### config.mk
export PLATFORM = sky130hd
export DESIGN_NAME = alu_op_decoder_flat
export DESIGN_NICKNAME = d
export VERILOG_FILES = /design/src/rtl/alu_ops_pkg.sv /design/src/rtl/alu_op_decoder_if.sv /design/src/rtl/alu_op_decoder_imm_gen.sv /design/src/rtl/alu_op_decoder.sv /design/src/flat_wrapper.sv
export SDC_FILE = /design/constraint.sdc
export NUM_CORES = 1
export LEC_CHECK = 0
export ABC_AREA = 0
export ABC_CLOCK_PERIOD_IN_PS = 2300
export CORE_AREA = 3 3 100 121
export DETAILED_ROUTE_END_ITERATION = 10
export DIE_AREA = 0 0 103 124
export PLACE_DENSITY = 0.79
export SLEW_MARGIN = 20
export SYNTH_ARGS = -nofsm -noshare
export SYNTH_HDL_FRONTEND = slang
export SYNTH_SLANG_ARGS = --single-unit
### constraint.sdc
create_clock -name clk -period 2.3 [get_ports clk]
set_clock_uncertainty 0.1 [all_clocks]
set_input_delay 0.46 -clock clk [delete_from_list [all_inputs] [get_ports clk]]
set_output_delay 0.46 -clock clk [all_outputs]
set_load 0.01 [all_outputs]
### src/rtl/alu_ops_pkg.sv
// Shared decode constants: RV32 opcodes, ALU SELECT codes, immediate formats
// and the decoded bundle carried through the ID/EX skid buffer.
package alu_ops_pkg;

    localparam logic [6:0] OPC_OP     = 7'b0110011;
    localparam logic [6:0] OPC_OP_IMM = 7'b0010011;
    localparam logic [6:0] OPC_LUI    = 7'b0110111;
    localparam logic [6:0] OPC_AUIPC  = 7'b0010111;
    localparam logic [6:0] OPC_JAL    = 7'b1101111;
    localparam logic [6:0] OPC_JALR   = 7'b1100111;
    localparam logic [6:0] OPC_BRANCH = 7'b1100011;
    localparam logic [6:0] OPC_LOAD   = 7'b0000011;
    localparam logic [6:0] OPC_STORE  = 7'b0100011;

    localparam logic [5:0] ALU_ADD    = 6'b000000;
    localparam logic [5:0] ALU_SLL    = 6'b000001;
    localparam logic [5:0] ALU_SLT    = 6'b000010;
    localparam logic [5:0] ALU_SLTU   = 6'b000011;
    localparam logic [5:0] ALU_XOR    = 6'b000100;
    localparam logic [5:0] ALU_SRL    = 6'b000101;
    localparam logic [5:0] ALU_OR     = 6'b000110;
    localparam logic [5:0] ALU_AND    = 6'b000111;
    localparam logic [5:0] ALU_MUL    = 6'b001000;
    localparam logic [5:0] ALU_MULH   = 6'b001001;
    localparam logic [5:0] ALU_MULHSU = 6'b001010;
    localparam logic [5:0] ALU_MULHU  = 6'b001011;
    localparam logic [5:0] ALU_DIV    = 6'b001100;
    localparam logic [5:0] ALU_DIVU   = 6'b001101;
    localparam logic [5:0] ALU_REM    = 6'b001110;
    localparam logic [5:0] ALU_REMU   = 6'b001111;
    localparam logic [5:0] ALU_SUB    = 6'b010000;
    localparam logic [5:0] ALU_SRA    = 6'b010101;
    localparam logic [5:0] ALU_FWD    = 6'b011000;

    typedef enum logic [2:0] {IMM_I, IMM_S, IMM_B, IMM_U, IMM_J} imm_type_e;

    typedef struct packed {
        logic [5:0]  alu_select;
        logic        opa_pc;
        logic        opb_imm;
        logic [31:0] imm;
        logic [4:0]  rs1;
        logic [4:0]  rs2;
        logic [4:0]  rd;
        logic        reg_write;
        logic        mem_read;
        logic        mem_write;
        logic        branch;
        logic        jump;
        logic        illegal;
    } dec_bundle_t;

endpackage

### src/rtl/alu_op_decoder_if.sv
// Instruction-in / decoded-bundle-out handshake bus of the decoder.
// master = fetch/execute environment, slave = decoder.
interface alu_op_decoder_if #(
    parameter int XLEN = 32
);
    logic            flush;
    logic            in_valid;
    logic            in_ready;
    logic [31:0]     instr;
    logic            out_valid;
    logic            out_ready;
    logic [5:0]      alu_select;
    logic            opa_pc;
    logic            opb_imm;
    logic [XLEN-1:0] imm;
    logic [4:0]      rs1;
    logic [4:0]      rs2;
    logic [4:0]      rd;
    logic            reg_write;
    logic            mem_read;
    logic            mem_write;
    logic            branch;
    logic            jump;
    logic            illegal;

    modport master (
        output flush, in_valid, instr, out_ready,
        input  in_ready, out_valid, alu_select, opa_pc, opb_imm, imm,
               rs1, rs2, rd, reg_write, mem_read, mem_write, branch, jump, illegal
    );

    modport slave (
        input  flush, in_valid, instr, out_ready,
        output in_ready, out_valid, alu_select, opa_pc, opb_imm, imm,
               rs1, rs2, rd, reg_write, mem_read, mem_write, branch, jump, illegal
    );
endinterface

### src/rtl/alu_op_decoder_imm_gen.sv
// Combinational immediate extraction (I/S/B/U/J) with sign extension to 32 bits.
module imm_gen
    import alu_ops_pkg::*;
(
    input  logic [31:7] instr_bits,
    input  imm_type_e   imm_type,
    output logic [31:0] imm
);

    always_comb begin
        imm = '0;
        case (imm_type)
            IMM_I: imm = {{20{instr_bits[31]}}, instr_bits[31:20]};
            IMM_S: imm = {{20{instr_bits[31]}}, instr_bits[31:25], instr_bits[11:7]};
            IMM_B: imm = {{19{instr_bits[31]}}, instr_bits[31], instr_bits[7],
                          instr_bits[30:25], instr_bits[11:8], 1'b0};
            IMM_U: imm = {instr_bits[31:12], 12'b0};
            IMM_J: imm = {{11{instr_bits[31]}}, instr_bits[31], instr_bits[19:12],
                          instr_bits[20], instr_bits[30:21], 1'b0};
            default: imm = '0;
        endcase
    end

endmodule

### src/rtl/alu_op_decoder.sv
// RV32I(M) decoder producing ALU control, registered into a 2-entry skid buffer.
// Build option: define RV32M_DECODE_EN to decode funct7=0000001 on OP as MUL..REMU.
module alu_op_decoder
    import alu_ops_pkg::*;
#(
    parameter int XLEN       = 32,
    parameter int SKID_DEPTH = 2
) (
    input  logic             clk,
    input  logic             rst_n,
    alu_op_decoder_if.slave  bus
);

    localparam int              CNT_W     = $clog2(SKID_DEPTH + 1);
    localparam logic [CNT_W-1:0] CNT_EMPTY = '0;
    localparam logic [CNT_W-1:0] CNT_ONE   = CNT_W'(1);
    localparam logic [CNT_W-1:0] CNT_FULL  = CNT_W'(SKID_DEPTH);

    logic [6:0]  opcode;
    logic [2:0]  funct3;
    logic [6:0]  funct7;
    imm_type_e   imm_type;
    logic [31:0] imm_val;
    dec_bundle_t dec;

    dec_bundle_t      ent0_reg, ent0_next, ent1_reg, ent1_next;
    logic [CNT_W-1:0] count_reg, count_next;
    logic             in_ready_reg;
    logic             acc_in, acc_out;

    assign opcode = bus.instr[6:0];
    assign funct3 = bus.instr[14:12];
    assign funct7 = bus.instr[31:25];

    always_comb begin
        imm_type = IMM_I;
        case (opcode)
            OPC_STORE:           imm_type = IMM_S;
            OPC_BRANCH:          imm_type = IMM_B;
            OPC_LUI, OPC_AUIPC:  imm_type = IMM_U;
            OPC_JAL:             imm_type = IMM_J;
            default:             imm_type = IMM_I;
        endcase
    end

    imm_gen u_imm_gen (
        .instr_bits (bus.instr[31:7]),
        .imm_type   (imm_type),
        .imm        (imm_val)
    );

    always_comb begin
        dec            = '0;
        dec.alu_select = ALU_ADD;
        dec.imm        = imm_val;
        dec.rs1        = bus.instr[19:15];
        dec.rs2        = bus.instr[24:20];
        dec.rd         = bus.instr[11:7];
        case (opcode)
            OPC_OP: begin
                dec.reg_write = 1'b1;
                case (funct7)
                    7'b0000000: dec.alu_select = {3'b000, funct3};
                    7'b0100000: begin
                        if (funct3 == 3'b000 || funct3 == 3'b101)
                            dec.alu_select = {3'b010, funct3};
                        else
                            dec.illegal = 1'b1;
                    end
`ifdef RV32M_DECODE_EN
                    7'b0000001: dec.alu_select = {3'b001, funct3};
`endif
                    default:    dec.illegal = 1'b1;
                endcase
            end
            OPC_OP_IMM: begin
                dec.reg_write  = 1'b1;
                dec.opb_imm    = 1'b1;
                dec.alu_select = {3'b000, funct3};
                // Shift-immediates carry a funct7 in imm[11:5]; only SRAI maps to SRA.
                if (funct3 == 3'b001 || funct3 == 3'b101) begin
                    if (funct3 == 3'b101 && funct7 == 7'b0100000)
                        dec.alu_select = ALU_SRA;
                    else if (funct7 != 7'b0000000 && funct7 != 7'b0100000)
                        dec.illegal = 1'b1;
                end
            end
            OPC_LUI: begin
                dec.alu_select = ALU_FWD;
                dec.opb_imm    = 1'b1;
                dec.reg_write  = 1'b1;
            end
            OPC_AUIPC: begin
                dec.opa_pc    = 1'b1;
                dec.opb_imm   = 1'b1;
                dec.reg_write = 1'b1;
            end
            OPC_JAL: begin
                dec.opa_pc    = 1'b1;
                dec.opb_imm   = 1'b1;
                dec.jump      = 1'b1;
                dec.reg_write = 1'b1;
            end
            OPC_JALR: begin
                dec.opb_imm   = 1'b1;
                dec.jump      = 1'b1;
                dec.reg_write = 1'b1;
                dec.illegal   = (funct3 != 3'b000);
            end
            OPC_LOAD: begin
                dec.opb_imm   = 1'b1;
                dec.mem_read  = 1'b1;
                dec.reg_write = 1'b1;
                dec.illegal   = (funct3 == 3'b011) || (funct3 > 3'b101);
            end
            OPC_STORE: begin
                dec.opb_imm   = 1'b1;
                dec.mem_write = 1'b1;
                dec.illegal   = (funct3 > 3'b010);
            end
            OPC_BRANCH: begin
                dec.branch = 1'b1;
                case (funct3[2:1])
                    2'b00:   dec.alu_select = ALU_SUB;
                    2'b10:   dec.alu_select = ALU_SLT;
                    2'b11:   dec.alu_select = ALU_SLTU;
                    default: dec.illegal    = 1'b1;
                endcase
            end
            default: dec.illegal = 1'b1;
        endcase
        if (dec.illegal) begin
            dec.alu_select = ALU_ADD;
            dec.opa_pc     = 1'b0;
            dec.opb_imm    = 1'b0;
            dec.reg_write  = 1'b0;
            dec.mem_read   = 1'b0;
            dec.mem_write  = 1'b0;
            dec.branch     = 1'b0;
            dec.jump       = 1'b0;
        end
        if (dec.rd == 5'd0)
            dec.reg_write = 1'b0;
    end

    assign acc_in  = bus.in_valid & in_ready_reg;
    assign acc_out = bus.out_valid & bus.out_ready;

    // Entry 0 always drives the outputs; entry 1 only catches a stalled input.
    always_comb begin
        ent0_next  = ent0_reg;
        ent1_next  = ent1_reg;
        count_next = count_reg;
        if (bus.flush) begin
            count_next = CNT_EMPTY;
        end else begin
            case (count_reg)
                CNT_EMPTY: begin
                    if (acc_in) begin
                        ent0_next  = dec;
                        count_next = CNT_ONE;
                    end
                end
                CNT_ONE: begin
                    if (acc_in && acc_out) begin
                        ent0_next = dec;
                    end else if (acc_in) begin
                        ent1_next  = dec;
                        count_next = CNT_FULL;
                    end else if (acc_out) begin
                        count_next = CNT_EMPTY;
                    end
                end
                default: begin
                    if (acc_out) begin
                        ent0_next  = ent1_reg;
                        count_next = CNT_ONE;
                    end
                end
            endcase
        end
    end

    always_ff @(posedge clk or negedge rst_n) begin
        if (!rst_n) begin
            ent0_reg     <= '0;
            ent1_reg     <= '0;
            count_reg    <= CNT_EMPTY;
            in_ready_reg <= 1'b0;
        end else begin
            ent0_reg     <= ent0_next;
            ent1_reg     <= ent1_next;
            count_reg    <= count_next;
            in_ready_reg <= (count_next < CNT_FULL);
        end
    end

    assign bus.in_ready   = in_ready_reg;
    assign bus.out_valid  = (count_reg != CNT_EMPTY);
    assign bus.alu_select = ent0_reg.alu_select;
    assign bus.opa_pc     = ent0_reg.opa_pc;
    assign bus.opb_imm    = ent0_reg.opb_imm;
    assign bus.imm        = XLEN'($signed(ent0_reg.imm));
    assign bus.rs1        = ent0_reg.rs1;
    assign bus.rs2        = ent0_reg.rs2;
    assign bus.rd         = ent0_reg.rd;
    assign bus.reg_write  = ent0_reg.reg_write;
    assign bus.mem_read   = ent0_reg.mem_read;
    assign bus.mem_write  = ent0_reg.mem_write;
    assign bus.branch     = ent0_reg.branch;
    assign bus.jump       = ent0_reg.jump;
    assign bus.illegal    = ent0_reg.illegal;

endmodule

### src/flat_wrapper.sv
// flat-port wrapper written by rule: the top's interface ports become plain ports
module alu_op_decoder_flat import alu_ops_pkg::*;
#(
    parameter int XLEN       = 32,
    parameter int SKID_DEPTH = 2
)
  (clk, rst_n, bus_flush, bus_in_valid, bus_instr, bus_out_ready, bus_in_ready, bus_out_valid, bus_alu_select, bus_opa_pc, bus_opb_imm, bus_imm, bus_rs1, bus_rs2, bus_rd, bus_reg_write, bus_mem_read, bus_mem_write, bus_branch, bus_jump, bus_illegal);
  alu_op_decoder_if #(.XLEN(XLEN)) bus_i ();
  input  logic clk;
  input  logic rst_n;
  input wire logic [$bits(bus_i.flush)-1:0] bus_flush;
  input wire logic [$bits(bus_i.in_valid)-1:0] bus_in_valid;
  input wire logic [$bits(bus_i.instr)-1:0] bus_instr;
  input wire logic [$bits(bus_i.out_ready)-1:0] bus_out_ready;
  output wire logic [$bits(bus_i.in_ready)-1:0] bus_in_ready;
  output wire logic [$bits(bus_i.out_valid)-1:0] bus_out_valid;
  output wire logic [$bits(bus_i.alu_select)-1:0] bus_alu_select;
  output wire logic [$bits(bus_i.opa_pc)-1:0] bus_opa_pc;
  output wire logic [$bits(bus_i.opb_imm)-1:0] bus_opb_imm;
  output wire logic [$bits(bus_i.imm)-1:0] bus_imm;
  output wire logic [$bits(bus_i.rs1)-1:0] bus_rs1;
  output wire logic [$bits(bus_i.rs2)-1:0] bus_rs2;
  output wire logic [$bits(bus_i.rd)-1:0] bus_rd;
  output wire logic [$bits(bus_i.reg_write)-1:0] bus_reg_write;
  output wire logic [$bits(bus_i.mem_read)-1:0] bus_mem_read;
  output wire logic [$bits(bus_i.mem_write)-1:0] bus_mem_write;
  output wire logic [$bits(bus_i.branch)-1:0] bus_branch;
  output wire logic [$bits(bus_i.jump)-1:0] bus_jump;
  output wire logic [$bits(bus_i.illegal)-1:0] bus_illegal;
  assign bus_i.flush = bus_flush;
  assign bus_i.in_valid = bus_in_valid;
  assign bus_i.instr = bus_instr;
  assign bus_i.out_ready = bus_out_ready;
  assign bus_in_ready = bus_i.in_ready;
  assign bus_out_valid = bus_i.out_valid;
  assign bus_alu_select = bus_i.alu_select;
  assign bus_opa_pc = bus_i.opa_pc;
  assign bus_opb_imm = bus_i.opb_imm;
  assign bus_imm = bus_i.imm;
  assign bus_rs1 = bus_i.rs1;
  assign bus_rs2 = bus_i.rs2;
  assign bus_rd = bus_i.rd;
  assign bus_reg_write = bus_i.reg_write;
  assign bus_mem_read = bus_i.mem_read;
  assign bus_mem_write = bus_i.mem_write;
  assign bus_branch = bus_i.branch;
  assign bus_jump = bus_i.jump;
  assign bus_illegal = bus_i.illegal;
  alu_op_decoder #(.XLEN(XLEN), .SKID_DEPTH(SKID_DEPTH)) u_core (.clk(clk), .rst_n(rst_n), .bus(bus_i));
endmodule
==> flow_metrics.tcl <==
set metrics [dict create \
    ys_warn_count 0 \
    grt_pass1_wl_um 25400 \
    cp_slowest_cell "or3_2" \
    yosysMostFrequentCell "dfrtp_1" \
    cts_max_path_buffers 2 \
    drt_iter0_drc 307 \
    hold_viol 0 \
    avgViaCountPerCell 5.80 \
    end_kind "flop" \
    tightest_slew_ns 0.607 \
    path_delay_family "buffers and inverters" \
    crit_chain "buf_4 > a21oi_1 > or3_2 > buf_4 > a21oi_1 > o21ai_0" \
    largest_register_ffs 60 \
    pwr-share-comb_pct 18.6 \
    reg2regPathDepth 6 \
    wirelength_um 15800 \
    fin_crit_ns 2.15 \
    htreeDepth 4 \
    async_reset_ff_share_pct 100 \
    status "finished, final reports clean" \
    stdcell_area_sq_um 7880 \
    grt.total_usage_pct 25.9 \
    synth_top_area_share_pct 52.9 \
    crit_path_start_kind "flop" \
    p_per_area_nw_per_um2 879 \
    max_slew_margin_pct 59.5 \
    drtPass1Iterations 6 \
    ys_types 53 \
    hpwl_um 10600 \
    critical_path.max_fanout 39 \
    cts_buffers 17 \
    p_int_mw 5.08 \
    r2r-start "u_core.count_reg[1]" \
    dpl_cell_area_sq_um 7240 \
    rrSetupSlack_ns 0.15 \
    yosysSeqAreaShare_pct 52.9 \
    vdd_ir_drop_max_mv 0.498 \
    cts_tree "yes" \
    clkTransAtPathRegs_ns 0.06 \
    ant_nets 0 \
    placementRows 42 \
    fp.dieW_um 103 \
    grt.overflow.total 0 \
    netSwitchingPower_mw 1.85 \
    vias 5182 \
    cp.depth 6 \
    synth_area_leader_cell "dfrtp_1" \
    drive_above_1_share_pct 17.7 \
    rsz0062_at_grt "false" \
    wl_per_cell_um 17.7 \
    cts_root_buffer "clkbuf_16" \
    crit_end "u_core.bus.imm[11]" \
    max_clock_freq_mhz 464 \
    insertion_delay_ns 0.41 \
    finalMaxSlewViolations 0 \
    crit_start "u_core.count_reg[1]" \
    syn_nets 646 \
    cts_setup_buffers 0 \
    swShare_pct 26.7 \
    route.detailed.drc 0 \
    synth_cells 609 \
    grt_max_degree 73 \
    diodes 0 \
    setup_viol 0 \
    ios 100 \
    fp.coreArea_sq_um 11000 \
    synthToLayoutAreaGrowth_pct 35.3 \
    path_buf_inv 2 \
    fp.dieH_um 124 \
    regToRegEndpoint "u_core.bus.imm[11]" \
    power_frac_seq_pct 40.9 \
    initial_core_util_pct 52.8 \
    dieArea_sq_um 12800 \
    antenna_found_initial 0 \
    fin_crit_sh_pct 93.7 \
    avgSynthCellArea_sq_um 9.56 \
    clock_sinks 123 \
    fin_setup_tns_ns 0 \
    min_path_type "reg2reg" \
    gp_congestion 0.895 \
    cts_hold_buf 1 \
    netlist_area_sq_um 5820 \
    ys_top_cells_by_area "dfrtp_1, nand2_1, o21ai_0" \
    cp.arrival_ns 2.35 \
    path_class "reg2reg" \
    nets 785 \
    io_buffers 98 \
    synth_edf_count 0 \
    synth.ff_latch_count 123 \
    worstPathRequired_ns 2.49 \
    fillers 807 \
    synth_common_cells "dfrtp_1, nand2_1, o21ai_0, a21oi_1, o21ai_1" \
    cp_slowest_stage_delay_ns 0.49 \
    first_global_vias 5123 \
    ys.flop_type "dfrtp_1" \
    clkPwrFrac_pct 40.5 \
    leakage_nw 3.49 \
    cts_resized 0 \
    maxCapViolCount 0 \
]
[cells in the final DEF (no fill, tap or decap), types with 4 or more instances in the layout]
| master | synthesis | layout |
|---|---|---|
| a211oi_1 | 10 | 10 |
| a21oi_1 | 50 | 50 |
| a22oi_1 | 5 | 5 |
| and3_1 | 10 | 10 |
| buf_12 | 0 | 4 |
| buf_4 | 3 | 64 |
| bufinv_16 | 0 | 4 |
| clkbuf_16 | 0 | 17 |
| clkdlybuf4s50_1 | 0 | 97 |
| clkinv_4 | 0 | 6 |
| dfrtp_1 | 123 | 122 |
| inv_1 | 5 | 5 |
| mux2_2 | 17 | 17 |
| mux2i_1 | 19 | 19 |
| nand2_1 | 118 | 118 |
| nor2_1 | 28 | 28 |
| o211ai_1 | 9 | 9 |
| o21a_1 | 7 | 7 |
| o21ai_0 | 67 | 67 |
| o21ai_1 | 43 | 43 |
[logic make-up (layout without fill, tap and decap cells)]
family,count (synthesis),in the layout,share of synthesized area [%]
buffers and inverters,51,203,5.22
and+or+nand+nor,194,194,15.6
xor gates and xnor gates,2,2,0.301
other,1,1,0.0644
AOI/OAI and AO/OA,202,202,19.4
muxes,36,36,6.55
DFF,123,123,52.9
[power by group through the flow]
stage          combinational (mW)  sequential [mW]  clock [mW]
5_1_grt                      1.42             2.87        2.94
3_3_place_gp                 1.23             2.82           0
6_report                     1.29             2.83        2.81
4_1_cts                      1.30             2.83        2.83
3_5_place_dp                 1.27             2.85           0
2_1_floorplan               0.519             2.88           0
[worst reg2reg max path, delay by kind of cell, from the launching register on]
family,cells,cell delay (ns)
compound gates,3,0.42
buf+inv,2,0.66
flops,1,0.36
simple gates,1,0.49
[metrics by stage]
| step | setup WS, ns | power (mW) | utilization (%) | instances | hold slack [ns] |
|---|---|---|---|---|---|
| final | 0.145 | 6.93 | 71.4 | 893 | 0.378 |
| after CTS | 0.120 | 6.95 | 71.4 | 893 | 0.380 |
| after floorplan | 0.327 | 3.40 | - | 609 | 0.0644 |
| after global placement | -0.254 | 4.05 | 65.6 | 860 | 0.307 |
| after detailed placement | -0.267 | 4.13 | 65.6 | 860 | 0.309 |
| after global routing | 0.000564 | 7.24 | 71.4 | 893 | 0.400 |
[how the worst min path moves through the flow]
| stage | cells after the start | start | to |
|---|---|---|---|
| global route | 1 | u_core.bus.imm[7] | u_core.bus.imm[7] |
| CTS | 2 | u_core.ent1_reg[38] | u_core.ent1_reg[38] |
| finish | 2 | u_core.bus.alu_select[3] | u_core.bus.alu_select[3] |
| global placement | 1 | rst_n | u_core.bus.imm[23] |
| floorplan | 0 | rst_n | u_core.bus.alu_select[0] |
| detailed placement | 1 | rst_n | u_core.bus.imm[23] |
[layer usage]
| metal | part of all wire (%) | global-route usage [%] | up-vias |
|---|---|---|---|
| met1 | 41 | 32.8 | 2532 |
| li1 | - | - | 2406 |
| met2 | 51 | 43.4 | 211 |
| met4 | 2.1 | 9.07 | 0 |
| met5 | 0 | 0 | - |
| met3 | 5.8 | 5.83 | 33 |
[area by class of cell]
type | instances | area (sq um) | area share, %
multi-input combinational | 435 | 2450 | 31.1
timing repair buffer | 166 | 1540 | 19.6
tap | 132 | 165 | 2.10
clock buffer | 18 | 429 | 5.45
inverter | 5 | 18.8 | 0.238
clock inverter | 14 | 198 | 2.51
sequential | 123 | 3080 | 39.1
Note: power is estimated with default switching activity, not from simulation.
